===== src/rtl/tank_pkg.sv =====
// rtl/tank_pkg.sv - shared tank game codes, playfield defaults and bullet engine states
package tank_pkg;

  typedef enum logic [2:0] {
    LEFT  = 3'd0,
    RIGHT = 3'd1,
    UP    = 3'd2,
    DOWN  = 3'd3,
    STOP  = 3'd4
  } dir_e;

  localparam logic OWNER_PLAYER = 1'b0;
  localparam logic OWNER_ENEMY  = 1'b1;

  localparam int FIELD_W_DEF     = 550;
  localparam int FIELD_H_DEF     = 450;
  localparam int TARGET_SIZE_DEF = 30;

  typedef enum logic {
    IDLE  = 1'b0,
    SWEEP = 1'b1
  } sweep_state_e;

endpackage


===== src/rtl/bullet_pool_engine_if.sv =====
// rtl/bullet_pool_engine_if.sv - spawn, target, hit and renderer-read signals of the bullet pool
interface bullet_pool_engine_if #(
  parameter int N_BULLETS = 16,
  parameter int X_W       = 10,
  parameter int Y_W       = 10,
  parameter int N_TARGETS = 4
);
  localparam int IDX_W = $clog2(N_BULLETS);
  localparam int TGT_W = $clog2(N_TARGETS);

  logic                     spawn_valid;
  logic                     spawn_ready;
  logic [X_W-1:0]           spawn_x;
  logic [Y_W-1:0]           spawn_y;
  logic [2:0]               spawn_dir;
  logic                     spawn_owner;
  logic [N_TARGETS*X_W-1:0] target_x;
  logic [N_TARGETS*Y_W-1:0] target_y;
  logic [N_TARGETS-1:0]     target_alive;
  logic                     hit_valid;
  logic [TGT_W-1:0]         hit_target;
  logic                     hit_owner;
  logic [IDX_W-1:0]         rd_idx;
  logic                     rd_valid;
  logic [X_W-1:0]           rd_x;
  logic [Y_W-1:0]           rd_y;

  modport master (
    output spawn_valid, spawn_x, spawn_y, spawn_dir, spawn_owner,
    output target_x, target_y, target_alive, rd_idx,
    input  spawn_ready, hit_valid, hit_target, hit_owner, rd_valid, rd_x, rd_y
  );

  modport slave (
    input  spawn_valid, spawn_x, spawn_y, spawn_dir, spawn_owner,
    input  target_x, target_y, target_alive, rd_idx,
    output spawn_ready, hit_valid, hit_target, hit_owner, rd_valid, rd_x, rd_y
  );
endinterface


===== src/rtl/bullet_pool_engine_hit_detect.sv =====
// rtl/bullet_pool_engine_hit_detect.sv - next position, edge flag and lowest target match for one slot
// BULLET_WRAP_EN: wrap across field edges instead of flagging out-of-range.
module bullet_hit_detect
  import tank_pkg::*;
#(
  parameter int X_W         = 10,
  parameter int Y_W         = 10,
  parameter int FIELD_W     = FIELD_W_DEF,
  parameter int FIELD_H     = FIELD_H_DEF,
  parameter int STEP        = 2,
  parameter int N_TARGETS   = 4,
  parameter int TARGET_SIZE = TARGET_SIZE_DEF,
  parameter int TGT_W       = $clog2(N_TARGETS)
) (
  input  logic [X_W-1:0]           x,
  input  logic [Y_W-1:0]           y,
  input  dir_e                     dir,
  input  logic                     owner,
  input  logic [N_TARGETS*X_W-1:0] target_x,
  input  logic [N_TARGETS*Y_W-1:0] target_y,
  input  logic [N_TARGETS-1:0]     target_alive,
  output logic [X_W-1:0]           nx,
  output logic [Y_W-1:0]           ny,
  output logic                     out_of_range,
  output logic                     hit,
  output logic [TGT_W-1:0]         hit_idx
);
  localparam logic [X_W:0] STEP_X = (X_W+1)'(STEP);
  localparam logic [Y_W:0] STEP_Y = (Y_W+1)'(STEP);
  localparam logic [X_W:0] FW     = (X_W+1)'(FIELD_W);
  localparam logic [Y_W:0] FH     = (Y_W+1)'(FIELD_H);
  localparam logic [X_W:0] FW_M1  = (X_W+1)'(FIELD_W - 1);
  localparam logic [Y_W:0] FH_M1  = (Y_W+1)'(FIELD_H - 1);
  localparam logic [X_W:0] TS_X   = (X_W+1)'(TARGET_SIZE - 1);
  localparam logic [Y_W:0] TS_Y   = (Y_W+1)'(TARGET_SIZE - 1);

  logic [X_W:0] xe, nxe;
  logic [Y_W:0] ye, nye;
  logic         edge_cross;

  // One extra bit on every coordinate so edge tests never wrap.
  always_comb begin
    xe         = {1'b0, x};
    ye         = {1'b0, y};
    nxe        = xe;
    nye        = ye;
    edge_cross = 1'b0;
    case (dir)
      LEFT: begin
        edge_cross = xe < STEP_X;
        nxe        = edge_cross ? xe + FW - STEP_X : xe - STEP_X;
      end
      RIGHT: begin
        edge_cross = xe + STEP_X > FW_M1;
        nxe        = edge_cross ? xe + STEP_X - FW : xe + STEP_X;
      end
      UP: begin
        edge_cross = ye < STEP_Y;
        nye        = edge_cross ? ye + FH - STEP_Y : ye - STEP_Y;
      end
      DOWN: begin
        edge_cross = ye + STEP_Y > FH_M1;
        nye        = edge_cross ? ye + STEP_Y - FH : ye + STEP_Y;
      end
      default: edge_cross = 1'b0;
    endcase
  end

  assign nx = nxe[X_W-1:0];
  assign ny = nye[Y_W-1:0];

`ifdef BULLET_WRAP_EN
  assign out_of_range = 1'b0;
`else
  assign out_of_range = edge_cross;
`endif

  // Player bullets only hurt enemies (1..N-1); enemy bullets only hurt the player (0).
  always_comb begin
    hit     = 1'b0;
    hit_idx = '0;
    for (int i = N_TARGETS - 1; i >= 0; i--) begin
      if (target_alive[i] &&
          ((owner == OWNER_PLAYER) ? (i != 0) : (i == 0)) &&
          nxe >= {1'b0, target_x[i*X_W +: X_W]} &&
          nxe <= {1'b0, target_x[i*X_W +: X_W]} + TS_X &&
          nye >= {1'b0, target_y[i*Y_W +: Y_W]} &&
          nye <= {1'b0, target_y[i*Y_W +: Y_W]} + TS_Y) begin
        hit     = 1'b1;
        hit_idx = TGT_W'(i);
      end
    end
  end
endmodule


===== src/rtl/bullet_pool_engine.sv =====
// rtl/bullet_pool_engine.sv - fixed pool of bullet slots with spawn handshake and per-tick sweep
// BULLET_WRAP_EN: bullets wrap at field edges instead of being retired.
module bullet_pool_engine
  import tank_pkg::*;
#(
  parameter int N_BULLETS   = 16,
  parameter int X_W         = 10,
  parameter int Y_W         = 10,
  parameter int FIELD_W     = FIELD_W_DEF,
  parameter int FIELD_H     = FIELD_H_DEF,
  parameter int STEP        = 2,
  parameter int N_TARGETS   = 4,
  parameter int TARGET_SIZE = TARGET_SIZE_DEF
) (
  input  logic                             clk,
  input  logic                             RSTN,
  input  logic                             tick,
  bullet_pool_engine_if.slave              bus,
  output logic [$clog2(N_BULLETS+1)-1:0]   active_count,
  output logic                             busy,
  output logic                             tick_overrun
);
  localparam int IDX_W = $clog2(N_BULLETS);
  localparam int TGT_W = $clog2(N_TARGETS);
  localparam int CNT_W = $clog2(N_BULLETS + 1);
  localparam logic [IDX_W-1:0] LAST = IDX_W'(N_BULLETS - 1);

  sweep_state_e     state_q, state_d;
  logic [IDX_W-1:0] idx_q;
  logic             pending_q, pending_d, overrun_d;

  logic [N_BULLETS-1:0] slot_valid;
  logic [N_BULLETS-1:0] slot_owner;
  logic [X_W-1:0]       slot_x   [N_BULLETS];
  logic [Y_W-1:0]       slot_y   [N_BULLETS];
  dir_e                 slot_dir [N_BULLETS];

  logic             free_found;
  logic [IDX_W-1:0] free_idx;
  logic [X_W-1:0]   nx;
  logic [Y_W-1:0]   ny;
  logic             oor, hit;
  logic [TGT_W-1:0] hit_idx;
  logic             sweep_live, do_retire, do_move, do_hit, do_alloc;

  always_comb begin
    free_found = 1'b0;
    free_idx   = '0;
    for (int i = N_BULLETS - 1; i >= 0; i--) begin
      if (!slot_valid[i]) begin
        free_found = 1'b1;
        free_idx   = IDX_W'(i);
      end
    end
  end

  assign bus.spawn_ready = (state_q == IDLE) && free_found;
  assign busy            = (state_q == SWEEP);

  bullet_hit_detect #(
    .X_W(X_W), .Y_W(Y_W), .FIELD_W(FIELD_W), .FIELD_H(FIELD_H), .STEP(STEP),
    .N_TARGETS(N_TARGETS), .TARGET_SIZE(TARGET_SIZE), .TGT_W(TGT_W)
  ) u_hit_detect (
    .x(slot_x[idx_q]), .y(slot_y[idx_q]), .dir(slot_dir[idx_q]), .owner(slot_owner[idx_q]),
    .target_x(bus.target_x), .target_y(bus.target_y), .target_alive(bus.target_alive),
    .nx(nx), .ny(ny), .out_of_range(oor), .hit(hit), .hit_idx(hit_idx)
  );

  // A tick landing in the final sweep cycle is held as pending and restarts from IDLE.
  always_comb begin
    state_d   = state_q;
    pending_d = pending_q;
    overrun_d = 1'b0;
    case (state_q)
      IDLE: begin
        pending_d = 1'b0;
        if (tick || pending_q) state_d = SWEEP;
      end
      SWEEP: begin
        if (idx_q == LAST) begin
          state_d   = pending_q ? SWEEP : IDLE;
          pending_d = 1'b0;
        end
        if (tick) begin
          if (pending_q) overrun_d = 1'b1;
          else           pending_d = 1'b1;
        end
      end
      default: state_d = IDLE;
    endcase
  end

  always_ff @(posedge clk) begin
    if (RSTN) begin
      state_q      <= IDLE;
      idx_q        <= '0;
      pending_q    <= 1'b0;
      tick_overrun <= 1'b0;
    end else begin
      state_q      <= state_d;
      pending_q    <= pending_d;
      tick_overrun <= overrun_d;
      idx_q        <= (state_q == SWEEP && idx_q != LAST) ? idx_q + IDX_W'(1) : '0;
    end
  end

  assign sweep_live = (state_q == SWEEP) && slot_valid[idx_q];
  assign do_retire  = sweep_live && oor;
  assign do_move    = sweep_live && !oor;
  assign do_hit     = do_move && hit;
  assign do_alloc   = bus.spawn_valid && bus.spawn_ready && (bus.spawn_dir < STOP);

  always_ff @(posedge clk) begin
    if (RSTN) begin
      slot_valid     <= '0;
      active_count   <= '0;
      bus.hit_valid  <= 1'b0;
      bus.hit_target <= '0;
      bus.hit_owner  <= 1'b0;
      bus.rd_valid   <= 1'b0;
      bus.rd_x       <= '0;
      bus.rd_y       <= '0;
    end else begin
      bus.hit_valid <= do_hit;
      if (do_hit) begin
        bus.hit_target <= hit_idx;
        bus.hit_owner  <= slot_owner[idx_q];
      end
      if (do_alloc) begin
        slot_valid[free_idx] <= 1'b1;
        slot_x[free_idx]     <= bus.spawn_x;
        slot_y[free_idx]     <= bus.spawn_y;
        slot_dir[free_idx]   <= dir_e'(bus.spawn_dir);
        slot_owner[free_idx] <= bus.spawn_owner;
        active_count         <= active_count + CNT_W'(1);
      end
      if (do_move) begin
        slot_x[idx_q] <= nx;
        slot_y[idx_q] <= ny;
      end
      if (do_retire || do_hit) begin
        slot_valid[idx_q] <= 1'b0;
        active_count      <= active_count - CNT_W'(1);
      end
      bus.rd_valid <= slot_valid[bus.rd_idx];
      bus.rd_x     <= slot_x[bus.rd_idx];
      bus.rd_y     <= slot_y[bus.rd_idx];
    end
  end
endmodule


===== src/flat_wrapper.sv =====
// flat-port wrapper written by rule: the top's interface ports become plain ports
module bullet_pool_engine_flat import tank_pkg::*;
#(
  parameter int N_BULLETS   = 16,
  parameter int X_W         = 10,
  parameter int Y_W         = 10,
  parameter int FIELD_W     = FIELD_W_DEF,
  parameter int FIELD_H     = FIELD_H_DEF,
  parameter int STEP        = 2,
  parameter int N_TARGETS   = 4,
  parameter int TARGET_SIZE = TARGET_SIZE_DEF
)
  (clk, RSTN, tick, active_count, busy, tick_overrun, bus_spawn_valid, bus_spawn_x, bus_spawn_y, bus_spawn_dir, bus_spawn_owner, bus_target_x, bus_target_y, bus_target_alive, bus_rd_idx, bus_spawn_ready, bus_hit_valid, bus_hit_target, bus_hit_owner, bus_rd_valid, bus_rd_x, bus_rd_y);
  bullet_pool_engine_if #(.N_BULLETS(N_BULLETS), .X_W(X_W), .Y_W(Y_W), .N_TARGETS(N_TARGETS)) bus_i ();
  input  logic clk;
  input  logic RSTN;
  input  logic tick;
  output logic [$clog2(N_BULLETS+1)-1:0] active_count;
  output logic busy;
  output logic tick_overrun;
  input wire logic [$bits(bus_i.spawn_valid)-1:0] bus_spawn_valid;
  input wire logic [$bits(bus_i.spawn_x)-1:0] bus_spawn_x;
  input wire logic [$bits(bus_i.spawn_y)-1:0] bus_spawn_y;
  input wire logic [$bits(bus_i.spawn_dir)-1:0] bus_spawn_dir;
  input wire logic [$bits(bus_i.spawn_owner)-1:0] bus_spawn_owner;
  input wire logic [$bits(bus_i.target_x)-1:0] bus_target_x;
  input wire logic [$bits(bus_i.target_y)-1:0] bus_target_y;
  input wire logic [$bits(bus_i.target_alive)-1:0] bus_target_alive;
  input wire logic [$bits(bus_i.rd_idx)-1:0] bus_rd_idx;
  output wire logic [$bits(bus_i.spawn_ready)-1:0] bus_spawn_ready;
  output wire logic [$bits(bus_i.hit_valid)-1:0] bus_hit_valid;
  output wire logic [$bits(bus_i.hit_target)-1:0] bus_hit_target;
  output wire logic [$bits(bus_i.hit_owner)-1:0] bus_hit_owner;
  output wire logic [$bits(bus_i.rd_valid)-1:0] bus_rd_valid;
  output wire logic [$bits(bus_i.rd_x)-1:0] bus_rd_x;
  output wire logic [$bits(bus_i.rd_y)-1:0] bus_rd_y;
  assign bus_i.spawn_valid = bus_spawn_valid;
  assign bus_i.spawn_x = bus_spawn_x;
  assign bus_i.spawn_y = bus_spawn_y;
  assign bus_i.spawn_dir = bus_spawn_dir;
  assign bus_i.spawn_owner = bus_spawn_owner;
  assign bus_i.target_x = bus_target_x;
  assign bus_i.target_y = bus_target_y;
  assign bus_i.target_alive = bus_target_alive;
  assign bus_i.rd_idx = bus_rd_idx;
  assign bus_spawn_ready = bus_i.spawn_ready;
  assign bus_hit_valid = bus_i.hit_valid;
  assign bus_hit_target = bus_i.hit_target;
  assign bus_hit_owner = bus_i.hit_owner;
  assign bus_rd_valid = bus_i.rd_valid;
  assign bus_rd_x = bus_i.rd_x;
  assign bus_rd_y = bus_i.rd_y;
  bullet_pool_engine #(.N_BULLETS(N_BULLETS), .X_W(X_W), .Y_W(Y_W), .FIELD_W(FIELD_W), .FIELD_H(FIELD_H), .STEP(STEP), .N_TARGETS(N_TARGETS), .TARGET_SIZE(TARGET_SIZE)) u_core (.clk(clk), .RSTN(RSTN), .tick(tick), .bus(bus_i), .active_count(active_count), .busy(busy), .tick_overrun(tick_overrun));
endmodule

===== config.mk =====
export PLATFORM = sky130hd
export DESIGN_NAME = bullet_pool_engine_flat
export DESIGN_NICKNAME = d
export VERILOG_FILES = /design/src/rtl/tank_pkg.sv /design/src/rtl/bullet_pool_engine_if.sv /design/src/rtl/bullet_pool_engine_hit_detect.sv /design/src/rtl/bullet_pool_engine.sv /design/src/flat_wrapper.sv
export SDC_FILE = /design/constraint.sdc
export NUM_CORES = 1
export LEC_CHECK = 0
export ABC_AREA = 1
export BUFFER_PORTS_ARGS = -buffer_cell sky130_fd_sc_hd__clkbuf_2
export CAP_MARGIN = 20
export CORE_MARGIN = 2
export CORE_UTILIZATION = 40
export DETAILED_ROUTE_END_ITERATION = 10
export PLACE_DENSITY = 0.64
export SLEW_MARGIN = 20
export SYNTH_ARGS = -nofsm -noshare
export SYNTH_HDL_FRONTEND = slang
export SYNTH_SLANG_ARGS = --single-unit

===== constraint.sdc =====
create_clock -name clk -period 8 [get_ports clk]
set_input_delay 0.8 -clock clk [delete_from_list [all_inputs] [get_ports clk]]
set_output_delay 0.8 -clock clk [all_outputs]
set_load 0.1 [all_outputs]

Word-level counts from Yosys, hierarchy flattened

Memories as Yosys holds them, arrays and structs flattened. A register that Yosys moved wholly into a read port is not among the register bits.
Index checks and enable logic that the tools add are counted.
Widths: inputs -> output; s select.

Bits in latches: 0
Register bits: 49
Memories: 3
Input bits: 116
ROM bits: 0
Memory bits (writable): 368

Magnitude comparators: 26
Equality and inequality tests: 5
Div/mod/pow operators: 0
Mux-type cells: 88
Reductions and logical operators: 40
Multiply operators: 0
Bitwise operators: 7
Add/sub/neg operators: 21
Shifts and indexed selects: 0

Memories:

| memory          | words | bits a word | rd ports | clocked after Yosys merged registers in | wr ports | line                     | RTL |
|---|---|---|---|---|---|---|---|
| u_core.slot_x   | 16    | 10          | 2        | 2                                       | 1        | bullet_pool_engine.sv:34 | `logic [X_W-1:0] slot_x [N_BULLETS];` |
| u_core.slot_y   | 16    | 10          | 2        | 2                                       | 1        | bullet_pool_engine.sv:35 | `logic [Y_W-1:0] slot_y [N_BULLETS];` |
| u_core.slot_dir | 16    | 3           | 1        | 1                                       | 1        | bullet_pool_engine.sv:36 | `dir_e slot_dir [N_BULLETS];` |

Operator list:

| operator               | number |
|---|---|
| $add 10x5->11 const B  | 8 |
| $ge 11x10->1           | 8 |
| $le 11x11->1           | 8 |
| $mux 4                 | 21 |
| $mux 16                | 3 |
| $mux 11                | 4 |
| $pmux 11 s2            | 2 |
| $mux 1                 | 41 |
| $logic_and 1x1->1      | 30 |
| $add 10x2->11 const B  | 2 |
| $sub 10x2->11 const B  | 2 |
| $sub 11x2->11 const B  | 2 |
| $lt 10x2->1 const B    | 2 |
| $mux 10                | 2 |
| $reduce_or 10->1       | 2 |
| $and 16x16->16         | 1 |
| $bwmux 16              | 1 |
| $not 16->16            | 1 |
| $or 16x16->16          | 1 |
| $lt 4x5->1 const B     | 3 |
| $bmux 1 s4             | 3 |
| $add 10x10->11 const B | 1 |
| $add 10x9->11 const B  | 1 |
| $gt 11x10->1 const B   | 1 |
| 25 further kinds       | 37 |

Depth between registers and ports, before layout

Depth after elaboration: 25
Gate-level depth with buffers: 56

By module

A second synthesis with hierarchy kept.

Cell total of the unflattened synthesis: 3281
Area, all modules: 27611.5 µm²

Modules (own cells, without submodules):

| module             | cells each | sequential area each (µm²) | area an instance (µm²) | times used |
|---|---|---|---|---|
| bullet_pool_engine | 2122       | 12592.1                    | 20474.6                | 1 |
| bullet_hit_detect  | 1159       | 0.0                        | 7136.8                 | 1 |

Worst setup path before layout

OpenSTA, ideal clock, no wires.

Path kind: register -> register
Start: register u_core.idx_q[0]
End: register u_core.active_count[4]
Required time: 7.885 ns
Clock period less this slack: 7.028 ns
Stages on the path, launching flop included: 46
Path slack: 0.972 ns
Setup time: 0.115 ns
Data arrival time: 6.912 ns
Buffers on the path: 9
Cell sequence: dfxtp_1 > buf_6 > buf_6 > buf_6 > buf_6 > buf_2 > buf_4 > clkbuf_1 > buf_2 > a21oi_1 > o21ai_0 > o21ai_0 > nand2_1 > nand4_1 > inv_1 > ha_1 > inv_1 > nor3_2 > [... 10 more ...] > a211oi_1 > o21ai_0 > a211oi_1 > o21bai_1 > a21oi_1 > nand3_1 > nand3_1 > nand2_1 > nand2_2 > nand3_2 > buf_6 > ha_1 > nand2_1 > nand2_1 > a21oi_1 > or2_2 > a21oi_1 > nor2_1

Word-level cells in the longest chain between the ends: 15
Elaborated cells on any way between the ends: 37
Classes of those cells: mux (11); reduce/logical (26)

RTL lines:

| item                                        | line                                | RTL |
|---|---|---|
| start, declared                             | bullet_pool_engine.sv:29            | `logic [IDX_W-1:0] idx_q;` |
| start signal, assigned                      | bullet_pool_engine.sv:103           | `idx_q <= (state_q == SWEEP && idx_q != LAST) ? idx_q + IDX_W'(1) : '0;` |
| $bmux 1 s4                                  | bullet_pool_engine.sv:64            | `.x(slot_x[idx_q]), .y(slot_y[idx_q]), .dir(slot_dir[idx_q]), .owner(slot_owner[idx_q]),` |
| $mux 1 (not written as such)                | bullet_pool_engine.sv:64            |  |
| $mux 1                                      | bullet_pool_engine_hit_detect.sv:84 | `((owner == OWNER_PLAYER) ? (i != 0) : (i == 0)) &&` |
| $logic_and 1x1->1                           | bullet_pool_engine_hit_detect.sv:83 | `if (target_alive[i] &&` |
| $logic_and 1x1->1                           | bullet_pool_engine_hit_detect.sv:84 |  |
| $logic_and 1x1->1                           | bullet_pool_engine_hit_detect.sv:85 | `nxe >= {1'b0, target_x[i*X_W +: X_W]} &&` |
| $logic_and 1x1->1                           | bullet_pool_engine_hit_detect.sv:86 | `nxe <= {1'b0, target_x[i*X_W +: X_W]} + TS_X &&` |
| $logic_and 1x1->1                           | bullet_pool_engine_hit_detect.sv:87 | `nye >= {1'b0, target_y[i*Y_W +: Y_W]} &&` |
| $mux 1 (4 in series)                        | bullet_pool_engine_hit_detect.sv:83 |  |
| $logic_and 1x1->1                           | bullet_pool_engine.sv:110           | `assign do_hit = do_move && hit;` |
| $logic_or 1x1->1 (*)                        | bullet_pool_engine.sv:141           | `if (do_retire \|\| do_hit) begin` |
| $mux 5 or $reduce_bool 2->1 (tied branches) | n/a                                 |  |
| end signal, assigned                        | bullet_pool_engine.sv:135           | `active_count <= active_count + CNT_W'(1);` |
| end signal, assigned                        | bullet_pool_engine.sv:143           | `active_count <= active_count - CNT_W'(1);` |
| end, declared                               | bullet_pool_engine.sv:19            | `output logic [$clog2(N_BULLETS+1)-1:0] active_count,` |

Mark *: on every way between the ends. The rest lies on a longest branch, timed or not. The select of a mux whose other input is x is not followed.
A chain may end at the register's enable or synchronous reset.

Final worst setup path

Same ends and word-level chain as after synthesis.

==> metrics.yaml <==
outcome:
  outcome: "complete, no violations"
cts:
  clockBufferDepth: 3
  cts_hold_buf: 0
  numCtsBuffers: 48
  cts-root-buf: "clkbuf_16"
  htree_levels: 2
  clock_latency_ns: 0.61
  cts_tree: "done"
  cts_sinks: 437
  path_clk_slew_ns: 0.06
critical_path:
  path_common_cell: "nand2_1"
  rrSetupSlack_ns: 0.83
  cp.depth: 42
  cp_slowest_stage_delay_ns: 0.44
  reg2reg_to: "u_core.active_count[4]$_SDFFE_PP0P_"
  arrival_ns: 7.66
  start_kind: "flop"
  crit_type: "reg -> reg"
  crit_family: "simple AND/OR/NAND/NOR gates"
  crit_required_ns: 8.49
  cpMaxStageDelayCell: "dfxtp_4"
  worstPathMaxFanout: 51
  crit_buf_inv: 7
  crit_end: "u_core.active_count[4]$_SDFFE_PP0P_"
  crit_start: "u_core.idx_q[0]$_SDFF_PP0_"
  reg2reg_depth: 42
  timing.rr.start: "u_core.idx_q[0]$_SDFF_PP0_"
  worstSetupEndpointType: "flop"
timing:
  period_share: 0.896
  hold_violations: 0
  period_needed_ns: 7.17
  rsz0062_at_grt: "no"
  setup_viol: 0
  skew_ns: 0.0383
  setup_ws_ns: 0.831
  drv_slew: 0
  fmax_mhz: 139
  slew_headroom: 0.228
  tightest_slew_ns: 1.16
  whs_ns: 0.465
  fin_tns_setup_ns: 0
run:
  maxCapViolations: 0
placement:
  dp_hpwl_microns: 57900
  place_congestion: 0.923
  portBuffers: 148
  placedCellCount: 4313
  dpl_cell_area_sq_mm: 0.0299
  dp_slack_ns: 0.565
logic_synthesis:
  post-synth-top-area-cell: "edfxtp_1"
  synth-seq-cells: 437
  syn_avg_cell_area_sq_um: 8.51
  synthTopCellsByArea: "edfxtp_1 (41%), ha_1 (8.7%), nand2_1 (8.1%)"
  synthCells: 3324
  ys.flop_type: "edfxtp_1"
  synth.top_cell.area_share: 0.408
  synth.most_common_cell: "nand2_1"
  async_reset_ff_frac: 0
  synth_edf_count: 384
  netlist-cell-type-count: 62
  seq_area_frac_synth: 0.445
  ys_warn_count: 0
  synth.net_count: 3638
  netlist_top_cells_count: "nand2_1 (610), edfxtp_1 (384), inv_1 (352)"
  synth_area_sq_mm: 0.0283
global_routing:
  overflow: 0
  grt_pass1_vias: 22505
  antenna_found_initial: 1
  grt_max_degree: 100
  grt_usage: 0.234
  grt_pass1_wl_microns: 132000
routing:
  wl_met3_microns: 7100
  postRouteAntennaNets: 0
  routed_wl_microns: 88000
  drt_iter0_drc: 2563
  wl_per_cell_microns: 20.0
  wirelength_met1_microns: 37000
  met2WireLength_microns: 41000
  via_count: 24432
  dr.max_layer_used: "met4"
  dr.pass1.iters: 6
  routed_via_density: 5.55
  route.detailed.drc: 0
hold_path:
  min_path_type: "in -> reg"
power:
  swShare: 0.311
  p_leak_nw: 13.1
  switchingPower_mw: 1.98
  ir_worst_vdd_uv: 194
  p_clk_frac: 0.368
  total_power_mw: 6.38
  pwr-share-comb: 0.234
  p_seq_frac: 0.398
  internal_power_mw: 4.40
  p_per_area_mw_per_mm2: 202
layout:
  final_nets: 3738
  drive_gt1_frac: 0.118
  fin_area_sq_mm: 0.0316
  final_core_util: 0.451
  area_growth_pct: 11.6
  n_antenna_cell: 0
  fin_cells: 4404
floorplan:
  core_sq_mm: 0.0700
  die_area_sq_mm: 0.0728
  die_y_microns: 270
  start_util: 0.404
  rows: 97
  die_w_microns: 270
  io_pins: 149
==> power groups by stage <==
stage	logic [mW]	registers (mW)	clock network, mW
5_1_grt	1.68	2.54	2.47
3_3_place_gp	1.46	2.59	0
6_report	1.49	2.54	2.35
3_5_place_dp	1.47	2.59	0
2_1_floorplan	0.986	2.66	0
4_1_cts	1.48	2.54	2.38
==> state kept, by name, indices dropped and copies added (netlist names) <==
| signal | count |
|---|---|
| u_core.active_count | 5 |
| u_core.bus.hit_owner | 1 |
| u_core.bus.hit_target | 2 |
| u_core.bus.hit_valid | 1 |
| u_core.bus.rd_valid | 1 |
| u_core.bus.rd_x | 10 |
| u_core.bus.rd_y | 10 |
| u_core.busy | 1 |
| u_core.idx_q | 4 |
| u_core.pending_q | 1 |
| u_core.slot_dir | 48 |
| u_core.slot_owner | 16 |
| u_core.slot_valid | 16 |
| u_core.slot_x | 160 |
| u_core.slot_y | 160 |
| u_core.tick_overrun | 1 |
==> layer usage <==
layer	GRT usage	vias to the layer above
li1	-	11727
met1	0.318	11532
met2	0.384	992
met3	0.0311	181
met4	0.0781	0
met5	0	-
==> kinds of logic (layout without fill, tap and decap cells) <==
| logic type | count (synthesis) | in the layout | synth area share |
|---|---|---|---|
| simple gates | 1225 | 1225 | 0.191 |
| flops | 437 | 437 | 0.445 |
| compound gates | 857 | 857 | 0.172 |
| fa+ha+maj | 198 | 198 | 0.0879 |
| buf+inv | 541 | 681 | 0.0835 |
| xor+xnor | 66 | 66 | 0.0204 |
==> cell type report <==
cell class | instances | area (sq um)
clock buffer | 58 | 1280
clock inverter | 32 | 372
fill | 6890 | 38500
inverter | 387 | 1470
multi-input combinational | 2346 | 13400
sequential | 437 | 12600
tap | 940 | 1180
timing repair buffer | 204 | 1240
==> how the worst min path moves through the flow <==
stage,depth (start not counted),slack (ns),from,endpoint
detailed placement,1,0.47,u_core.pending_q$_SDFF_PP0_,u_core.pending_q$_SDFF_PP0_
floorplan,1,0.44,u_core.pending_q$_SDFF_PP0_,u_core.pending_q$_SDFF_PP0_
global placement,1,0.46,u_core.pending_q$_SDFF_PP0_,u_core.pending_q$_SDFF_PP0_
global route,3,0.47,tick,u_core.tick_overrun$_SDFF_PP0_
CTS,3,0.44,tick,u_core.tick_overrun$_SDFF_PP0_
finish,3,0.47,tick,u_core.tick_overrun$_SDFF_PP0_
==> cell usage in the layout, fill, tap and decap left out, types with 5 or more instances in the layout <==
| master | instances |
|---|---|
| a211oi_1 | 18 |
| a21o_1 | 6 |
| a21oi_1 | 284 |
| a221oi_1 | 5 |
| a2bb2oi_1 | 9 |
| a31oi_1 | 5 |
| buf_4 | 50 |
| bufinv_16 | 8 |
| clkbuf_1 | 7 |
| clkbuf_16 | 49 |
| clkbuf_2 | 146 |
| clkinv_1 | 9 |
| clkinv_2 | 11 |
| dfxtp_1 | 51 |
| edfxtp_1 | 384 |
| ha_1 | 197 |
| inv_1 | 351 |
| inv_2 | 31 |
| nand2_1 | 610 |
| nand2_2 | 19 |
| nand3_1 | 216 |
| nand3_2 | 5 |
| nand4_1 | 34 |
| nor2_1 | 243 |
| nor2_2 | 21 |
| nor2_4 | 23 |
| nor3_1 | 23 |
| nor4_1 | 10 |
| o211ai_1 | 100 |
| o21a_1 | 14 |
| o21ai_0 | 293 |
| o21ai_1 | 67 |
| o21bai_1 | 8 |
| o221ai_1 | 7 |
| o22ai_1 | 17 |
| xor2_1 | 65 |
==> timing repair <==
item / CTS / global route
buffers inserted: 0 / 1
hold endpoints to repair: 0 / 0
setup endpoints to repair: 0 / 4
resized for setup: 0 / 8
==> worst min-delay path, delay by kind of cell <==
| kind | cells | cell delay, ns |
|---|---|---|
| buffers and inverters | 1 | 0.10 |
| AND/OR/NAND/NOR | 2 | 0.11 |
Note: power is estimated with default switching activity, not from simulation.
